File: src/rtl/rng_pkg.sv
// Shared types and constants for the roll-history display path.
package rng_pkg;

  // Width of one generator roll result, shared with the lab1 generator.
  localparam int unsigned RNG_WIDTH = 4;

  // Browse state of the history viewer.
  typedef enum logic [1:0] {
    EMPTY  = 2'd0,
    LIVE   = 2'd1,
    BROWSE = 2'd2
  } hist_state_t;

endpackage

File: src/rtl/rng_history_if.sv
// Roll-capture and browse bus between the key/generator side and the history block.
interface rng_history_if #(
  parameter int unsigned DEPTH = 8,
  parameter int unsigned WIDTH = rng_pkg::RNG_WIDTH
);
  localparam int unsigned AW = $clog2(DEPTH);

  logic [WIDTH-1:0] i_value;
  logic             i_done;
  logic             i_prev;
  logic             i_next;
  logic [WIDTH-1:0] o_display;
  logic [AW-1:0]    o_index;
  logic [AW:0]      o_count;
  logic             o_empty;
  logic [WIDTH-1:0] o_max;

  // Stimulus side: generator, debounced keys, display consumer.
  modport master (
    output i_value, i_done, i_prev, i_next,
    input  o_display, o_index, o_count, o_empty, o_max
  );

  // History block side.
  modport slave (
    input  i_value, i_done, i_prev, i_next,
    output o_display, o_index, o_count, o_empty, o_max
  );
endinterface

File: src/rtl/rng_history_mem.sv
// History storage: one write port, one registered read port with synchronous clear.
module rng_history_mem #(
  parameter int unsigned DEPTH = 8,
  parameter int unsigned WIDTH = 4
) (
  input  logic                     clk,
  input  logic                     we,
  input  logic [$clog2(DEPTH)-1:0] waddr,
  input  logic [WIDTH-1:0]         wdata,
  input  logic [$clog2(DEPTH)-1:0] raddr,
  input  logic                     rclr,
  output logic [WIDTH-1:0]         rdata
);

  logic [WIDTH-1:0] mem [DEPTH];

  // Array contents are never reset; unreachable entries are masked by the count.
  always_ff @(posedge clk) begin
    if (we) begin
      mem[waddr] <= wdata;
    end
  end

  // Registered read; rclr forces zero while nothing valid is selected.
  always_ff @(posedge clk) begin
    if (rclr) begin
      rdata <= '0;
    end else begin
      rdata <= mem[raddr];
    end
  end

endmodule

File: src/rtl/rng_history.sv
// Circular history of finished rolls with prev/next browsing for the display.
// Optional running maximum enabled by defining RNG_HISTORY_MAX_EN.
module rng_history
  import rng_pkg::*;
#(
  parameter int unsigned DEPTH = 8,
  parameter int unsigned WIDTH = RNG_WIDTH
) (
  input  logic          i_clk,
  input  logic          i_rst,
  rng_history_if.slave  bus
);

  localparam int unsigned AW = $clog2(DEPTH);
  localparam int unsigned CW = AW + 1;

  hist_state_t   state;
  logic [AW-1:0] wr_ptr;
  logic [AW-1:0] idx;
  logic [CW-1:0] cnt;
  logic          empty;
  logic [AW-1:0] rd_addr;
  logic          rd_clr;
  logic          prev_only;
  logic          next_only;

  // Simultaneous prev+next cancel each other out.
  assign prev_only = bus.i_prev & ~bus.i_next;
  assign next_only = bus.i_next & ~bus.i_prev;

  // Newest entry sits just below the write pointer; browse offset walks back from it.
  assign rd_addr = wr_ptr - AW'(1) - idx;
  assign rd_clr  = i_rst | (state == EMPTY);

  // Browse FSM with pointers and count; a finished roll always wins over browsing.
  always_ff @(posedge i_clk) begin
    if (i_rst) begin
      state  <= EMPTY;
      wr_ptr <= '0;
      cnt    <= '0;
      idx    <= '0;
      empty  <= 1'b1;
    end else if (bus.i_done) begin
      wr_ptr <= wr_ptr + AW'(1);
      if (cnt != CW'(DEPTH)) begin
        cnt <= cnt + CW'(1);
      end
      idx   <= '0;
      empty <= 1'b0;
      state <= LIVE;
    end else begin
      case (state)
        EMPTY: begin
          idx <= '0;
        end
        LIVE: begin
          if (prev_only && (cnt >= CW'(2))) begin
            idx   <= AW'(1);
            state <= BROWSE;
          end
        end
        BROWSE: begin
          if (prev_only) begin
            if (CW'(idx) < (cnt - CW'(1))) begin
              idx <= idx + AW'(1);
            end
          end else if (next_only) begin
            idx <= idx - AW'(1);
            if (idx == AW'(1)) begin
              state <= LIVE;
            end
          end
        end
        default: begin
          state <= EMPTY;
          idx   <= '0;
        end
      endcase
    end
  end

  rng_history_mem #(
    .DEPTH (DEPTH),
    .WIDTH (WIDTH)
  ) u_mem (
    .clk   (i_clk),
    .we    (bus.i_done),
    .waddr (wr_ptr),
    .wdata (bus.i_value),
    .raddr (rd_addr),
    .rclr  (rd_clr),
    .rdata (bus.o_display)
  );

  assign bus.o_index = idx;
  assign bus.o_count = cnt;
  assign bus.o_empty = empty;

`ifdef RNG_HISTORY_MAX_EN
  logic [WIDTH-1:0] max_val;

  // Running maximum of every pushed roll; only reset lowers it.
  always_ff @(posedge i_clk) begin
    if (i_rst) begin
      max_val <= '0;
    end else if (bus.i_done && (bus.i_value > max_val)) begin
      max_val <= bus.i_value;
    end
  end

  assign bus.o_max = max_val;
`else
  assign bus.o_max = '0;
`endif

endmodule

File: src/flat_wrapper.sv
// flat-port wrapper written by rule: the top's interface ports become plain ports
module rng_history_flat import rng_pkg::*;
#(
  parameter int unsigned DEPTH = 8,
  parameter int unsigned WIDTH = RNG_WIDTH
)
  (i_clk, i_rst, bus_i_value, bus_i_done, bus_i_prev, bus_i_next, bus_o_display, bus_o_index, bus_o_count, bus_o_empty, bus_o_max);
  rng_history_if #(.DEPTH(DEPTH), .WIDTH(WIDTH)) bus_i ();
  input  logic i_clk;
  input  logic i_rst;
  input wire logic [$bits(bus_i.i_value)-1:0] bus_i_value;
  input wire logic [$bits(bus_i.i_done)-1:0] bus_i_done;
  input wire logic [$bits(bus_i.i_prev)-1:0] bus_i_prev;
  input wire logic [$bits(bus_i.i_next)-1:0] bus_i_next;
  output wire logic [$bits(bus_i.o_display)-1:0] bus_o_display;
  output wire logic [$bits(bus_i.o_index)-1:0] bus_o_index;
  output wire logic [$bits(bus_i.o_count)-1:0] bus_o_count;
  output wire logic [$bits(bus_i.o_empty)-1:0] bus_o_empty;
  output wire logic [$bits(bus_i.o_max)-1:0] bus_o_max;
  assign bus_i.i_value = bus_i_value;
  assign bus_i.i_done = bus_i_done;
  assign bus_i.i_prev = bus_i_prev;
  assign bus_i.i_next = bus_i_next;
  assign bus_o_display = bus_i.o_display;
  assign bus_o_index = bus_i.o_index;
  assign bus_o_count = bus_i.o_count;
  assign bus_o_empty = bus_i.o_empty;
  assign bus_o_max = bus_i.o_max;
  rng_history #(.DEPTH(DEPTH), .WIDTH(WIDTH)) u_core (.i_clk(i_clk), .i_rst(i_rst), .bus(bus_i));
endmodule
File: config.mk
export PLATFORM = sky130hd
export DESIGN_NAME = rng_history_flat
export DESIGN_NICKNAME = d
export VERILOG_FILES = /design/src/rtl/rng_pkg.sv /design/src/rtl/rng_history_if.sv /design/src/rtl/rng_history_mem.sv /design/src/rtl/rng_history.sv /design/src/flat_wrapper.sv
export SDC_FILE = /design/constraint.sdc
export NUM_CORES = 1
export LEC_CHECK = 0
export BUFFER_PORTS_ARGS = -buffer_cell sky130_fd_sc_hd__buf_2
export CORE_MARGIN = 2
export CORE_UTILIZATION = 55
export CTS_CLUSTER_DIAMETER = 30
export DETAILED_ROUTE_END_ITERATION = 8
export PLACE_DENSITY_LB_ADDON = 0.25
export SYNTH_ARGS = -nofsm -noshare
export SYNTH_HDL_FRONTEND = slang
export SYNTH_SLANG_ARGS = --single-unit
export TNS_END_PERCENT = 1
File: constraint.sdc
create_clock -name i_clk -period 3.5 [get_ports i_clk]
set_input_delay 0.7 -clock i_clk [delete_from_list [all_inputs] [get_ports i_clk]]
set_output_delay 0.7 -clock i_clk [all_outputs]
set_load 0.02 [all_outputs]
==> impl_metrics.tcl <==
set metrics [dict create \
    cts_tree "done" \
    cts_buffers 5 \
    synthCells 172 \
    fmax_mhz 422 \
    crit_slowest_cell "dfxtp_1" \
    max_stage_delay_ns 0.45 \
    swShare_pct 24.3 \
    drt.antenna.violating_nets 0 \
    clkTransAtPathRegs_ns 0.09 \
    worstPathCellList "inv_1 > ha_1 > xnor2_1 > ha_1 > a21oi_1 > a211oi_2 > a221oi_4 > mux2i_1 > nor3_2" \
    synthXorXnorAreaFrac_pct 4.13 \
    maxCapViolCount 0 \
    first_pass_iters 4 \
    htreeDepth 2 \
    first_global_vias 1244 \
    power.leakage_nw 0.968 \
    worstPathArrival_ns 2.56 \
    synth_top_area_share_pct 41.7 \
    finalNonFillerCells 243 \
    rr_worst_depth 9 \
    vias_per_cell 5.50 \
    num_io_pins 25 \
    ys.flop_type "edfxtp_1" \
    grt-ovfl-total 0 \
    route.met2.wl_um 1840 \
    drt_iter0_drc 33 \
    synth_top_family_by_area "multiplexers" \
    tns_ns 0 \
    hold_viol 0 \
    diodes 0 \
    io_buffers 20 \
    routed_wl_um 3690 \
    cp-end-kind "register" \
    irDropWorstVdd_uv 253 \
    die_area_um2 4720 \
    place_area_um2 2420 \
    cts_setup_buffers 0 \
    synth_common_cells "32 x edfxtp_1, 17 x dfxtp_1, 15 x ha_1, 15 x nor2_1" \
    tightestPinTransition_ns 0.643 \
    synth-compound-area-share_pct 4.73 \
    grt_max_degree 17 \
    area_delta_synth_final_pct 8.96 \
    clkPwrFrac_pct 28.8 \
    row_count 23 \
    setup_viol 0 \
    maxSlewHeadroom_pct 56.8 \
    whs_endpoint "u_core.bus.o_empty" \
    reg2reg_to "u_core.bus.o_index[1]" \
    nFillCells 322 \
    grt_pass1_wl_um 6020 \
    crit_family "compound AO/OA/AOI/OAI gates" \
    pwr-share-seq_pct 58.1 \
    dp_hpwl_um 2790 \
    min_period_over_period_pct 67.7 \
    clock-root-buffer "clkbuf_8" \
    synth_most_common_cell "edfxtp_1" \
    wl_met1_um 1660 \
    initial_core_util_pct 57.2 \
    dr_total_vias 1337 \
    final_layout_size_suffix_gt1_share_pct 20.7 \
    fin_crit_ns 2.37 \
    hold_path_depth 1 \
    r2r_start "u_core.bus.o_count[0]" \
    r2r_slack_ns 1.13 \
    topRoutingLayerUsed "met4" \
    worstSkewPairLatency_ns 0.30 \
    track_usage_pct 18.5 \
    fin_area_um2 2510 \
    yosys_warnings 0 \
    synth-seq-cells 49 \
    switchingPower_uw 269 \
    cp_common_cell "ha_1" \
    crit_buf_inv 1 \
    yosysSeqAreaShare_pct 56.5 \
    die_h_um 68.7 \
    gp_congestion 0.764 \
    antenna_found_initial 0 \
    drc 0 \
    clk_path_buf_depth 2 \
    cp-start-kind "register" \
    internal_power_uw 837 \
    outcome "complete, no violations" \
    min_path_type "reg -> reg" \
    cp_max_fo 6 \
    coreArea_um2 4030 \
    yosys-top-cells-area "edfxtp_1 42%, dfxtp_1 15%, ha_1 8.1%" \
    pwr-share-comb_pct 13.1 \
    async_reset_ff_share_pct 0 \
    synth_area_per_cell_um2 13.4 \
    dp.cells 235 \
    dr_wl_met3_um 160 \
    synthMuxAreaShare_pct 12.2 \
    final_nets 217 \
    synth_area_leader_cell "edfxtp_1" \
    ctsHoldBuffers 0 \
    worstSetupPathType "reg -> reg" \
    worstPathRequired_ns 3.69 \
    synthDistinctLibCells 33 \
    syn_area_um2 2300 \
    rsz0062_at_grt "false" \
    min_from "u_core.bus.o_empty" \
    slew_viol_final 0 \
    cts.sinks 49 \
    wl_per_cell_um 15.2 \
    fin_skew_ns 0.0115 \
    die_x_um 68.7 \
    synth_edf_count 32 \
    power-per-cell-area_nw_per_um2 441 \
    synth_fa_ha_area_share_pct 9.02 \
    synthSimpleGateAreaFrac_pct 9.34 \
    cts_resized 0 \
]
## cell type report
cell class | instances | area [µm²] | share of cell area [%]
sequential | 49 | 1300 | 51.8
clock inverter | 2 | 13.8 | 0.548
clock buffer | 6 | 72.6 | 2.89
inverter | 10 | 37.5 | 1.50
multi-input combinational | 106 | 922 | 36.7
tap | 50 | 62.6 | 2.49
timing repair buffer | 20 | 100 | 3.99
## state kept, by name (all words and copies together) (netlist names)
register	flops
u_core.u_mem.mem	32
u_core.bus.o_index	3
u_core.u_mem.rdata	4
u_core.wr_ptr	3
u_core.bus.o_empty	1
u_core.bus.o_count	4
u_core.state	2
## worst reg2reg max path: cells and delay by family, from the launching register on
kind	cells	cell delay, ns
buf+inv	1	0.12
fa+ha+maj	2	0.56
mux	1	0.26
compound gates	3	0.67
simple gates	1	0.05
flops	1	0.45
xor+xnor	1	0.14
## placed cells by master, fill, tap and decap left out, types with 2 or more instances in the layout
cell type,netlist,layout
xnor2_1,5,5
a21oi_1,5,5
inv_1,10,10
nor3_2,2,2
nor2_1,15,15
dfxtp_1,17,17
nand2b_1,3,3
nand2_1,9,9
edfxtp_1,32,32
conb_1,1,4
clkbuf_8,0,5
buf_2,1,20
xor2_1,4,4
mux4_2,8,8
nand3_1,4,4
nor3_1,8,8
mux2i_1,10,10
ha_1,15,15
## through the flow
stage,hold slack (ns),total power [mW],setup slack [ns],util (%)
3_3_place_gp,0.443,0.797,1.28,60.2
2_1_floorplan,0.477,0.767,1.17,-
4_1_cts,0.483,1.12,1.12,62.3
5_1_grt,0.516,1.16,0.929,62.3
6_report,0.474,1.11,1.13,62.3
3_5_place_dp,0.464,0.802,1.16,60.2
## worst max path at each step
stage                                startpoint               endpoint  slack, ns  cells after the start
after floorplan           u_core.bus.o_count[0]  u_core.bus.o_index[1]       1.17                      9
after global placement    u_core.bus.o_count[0]  u_core.bus.o_index[1]       1.28                      9
after detailed placement  u_core.bus.o_count[0]  u_core.bus.o_index[1]       1.16                      9
after CTS                 u_core.bus.o_count[0]  u_core.bus.o_index[1]       1.12                      9
after global routing      u_core.bus.o_count[0]  u_core.bus.o_index[1]       0.93                      9
final                     u_core.bus.o_count[0]  u_core.bus.o_index[1]       1.13                      9
## power by group through the flow
| stage | Clock [mW] | Sequential (mW) | Combinational [mW] |
|---|---|---|---|
| 3_3_place_gp | 0 | 0.655 | 0.142 |
| 6_report | 0.318 | 0.643 | 0.145 |
| 2_1_floorplan | 0 | 0.662 | 0.105 |
| 4_1_cts | 0.332 | 0.643 | 0.147 |
| 5_1_grt | 0.348 | 0.646 | 0.162 |
| 3_5_place_dp | 0 | 0.657 | 0.145 |
## cells by family after synthesis
logic type	count (synthesis)
adders and majority gates	16
muxes	18
other	1
buffers and inverters	20
AOI/OAI and AO/OA	13
xor gates and xnor gates	10
DFF	49
and+or+nand+nor	45
## metal layers
metal / vias to the layer above / track usage (%)
met2: 36 / 29.4
met4: 0 / 6.62
met1: 647 / 24.3
met5: - / 0
li1: 649 / -
met3: 5 / 5.36
Power figures use the tool's default switching activity.
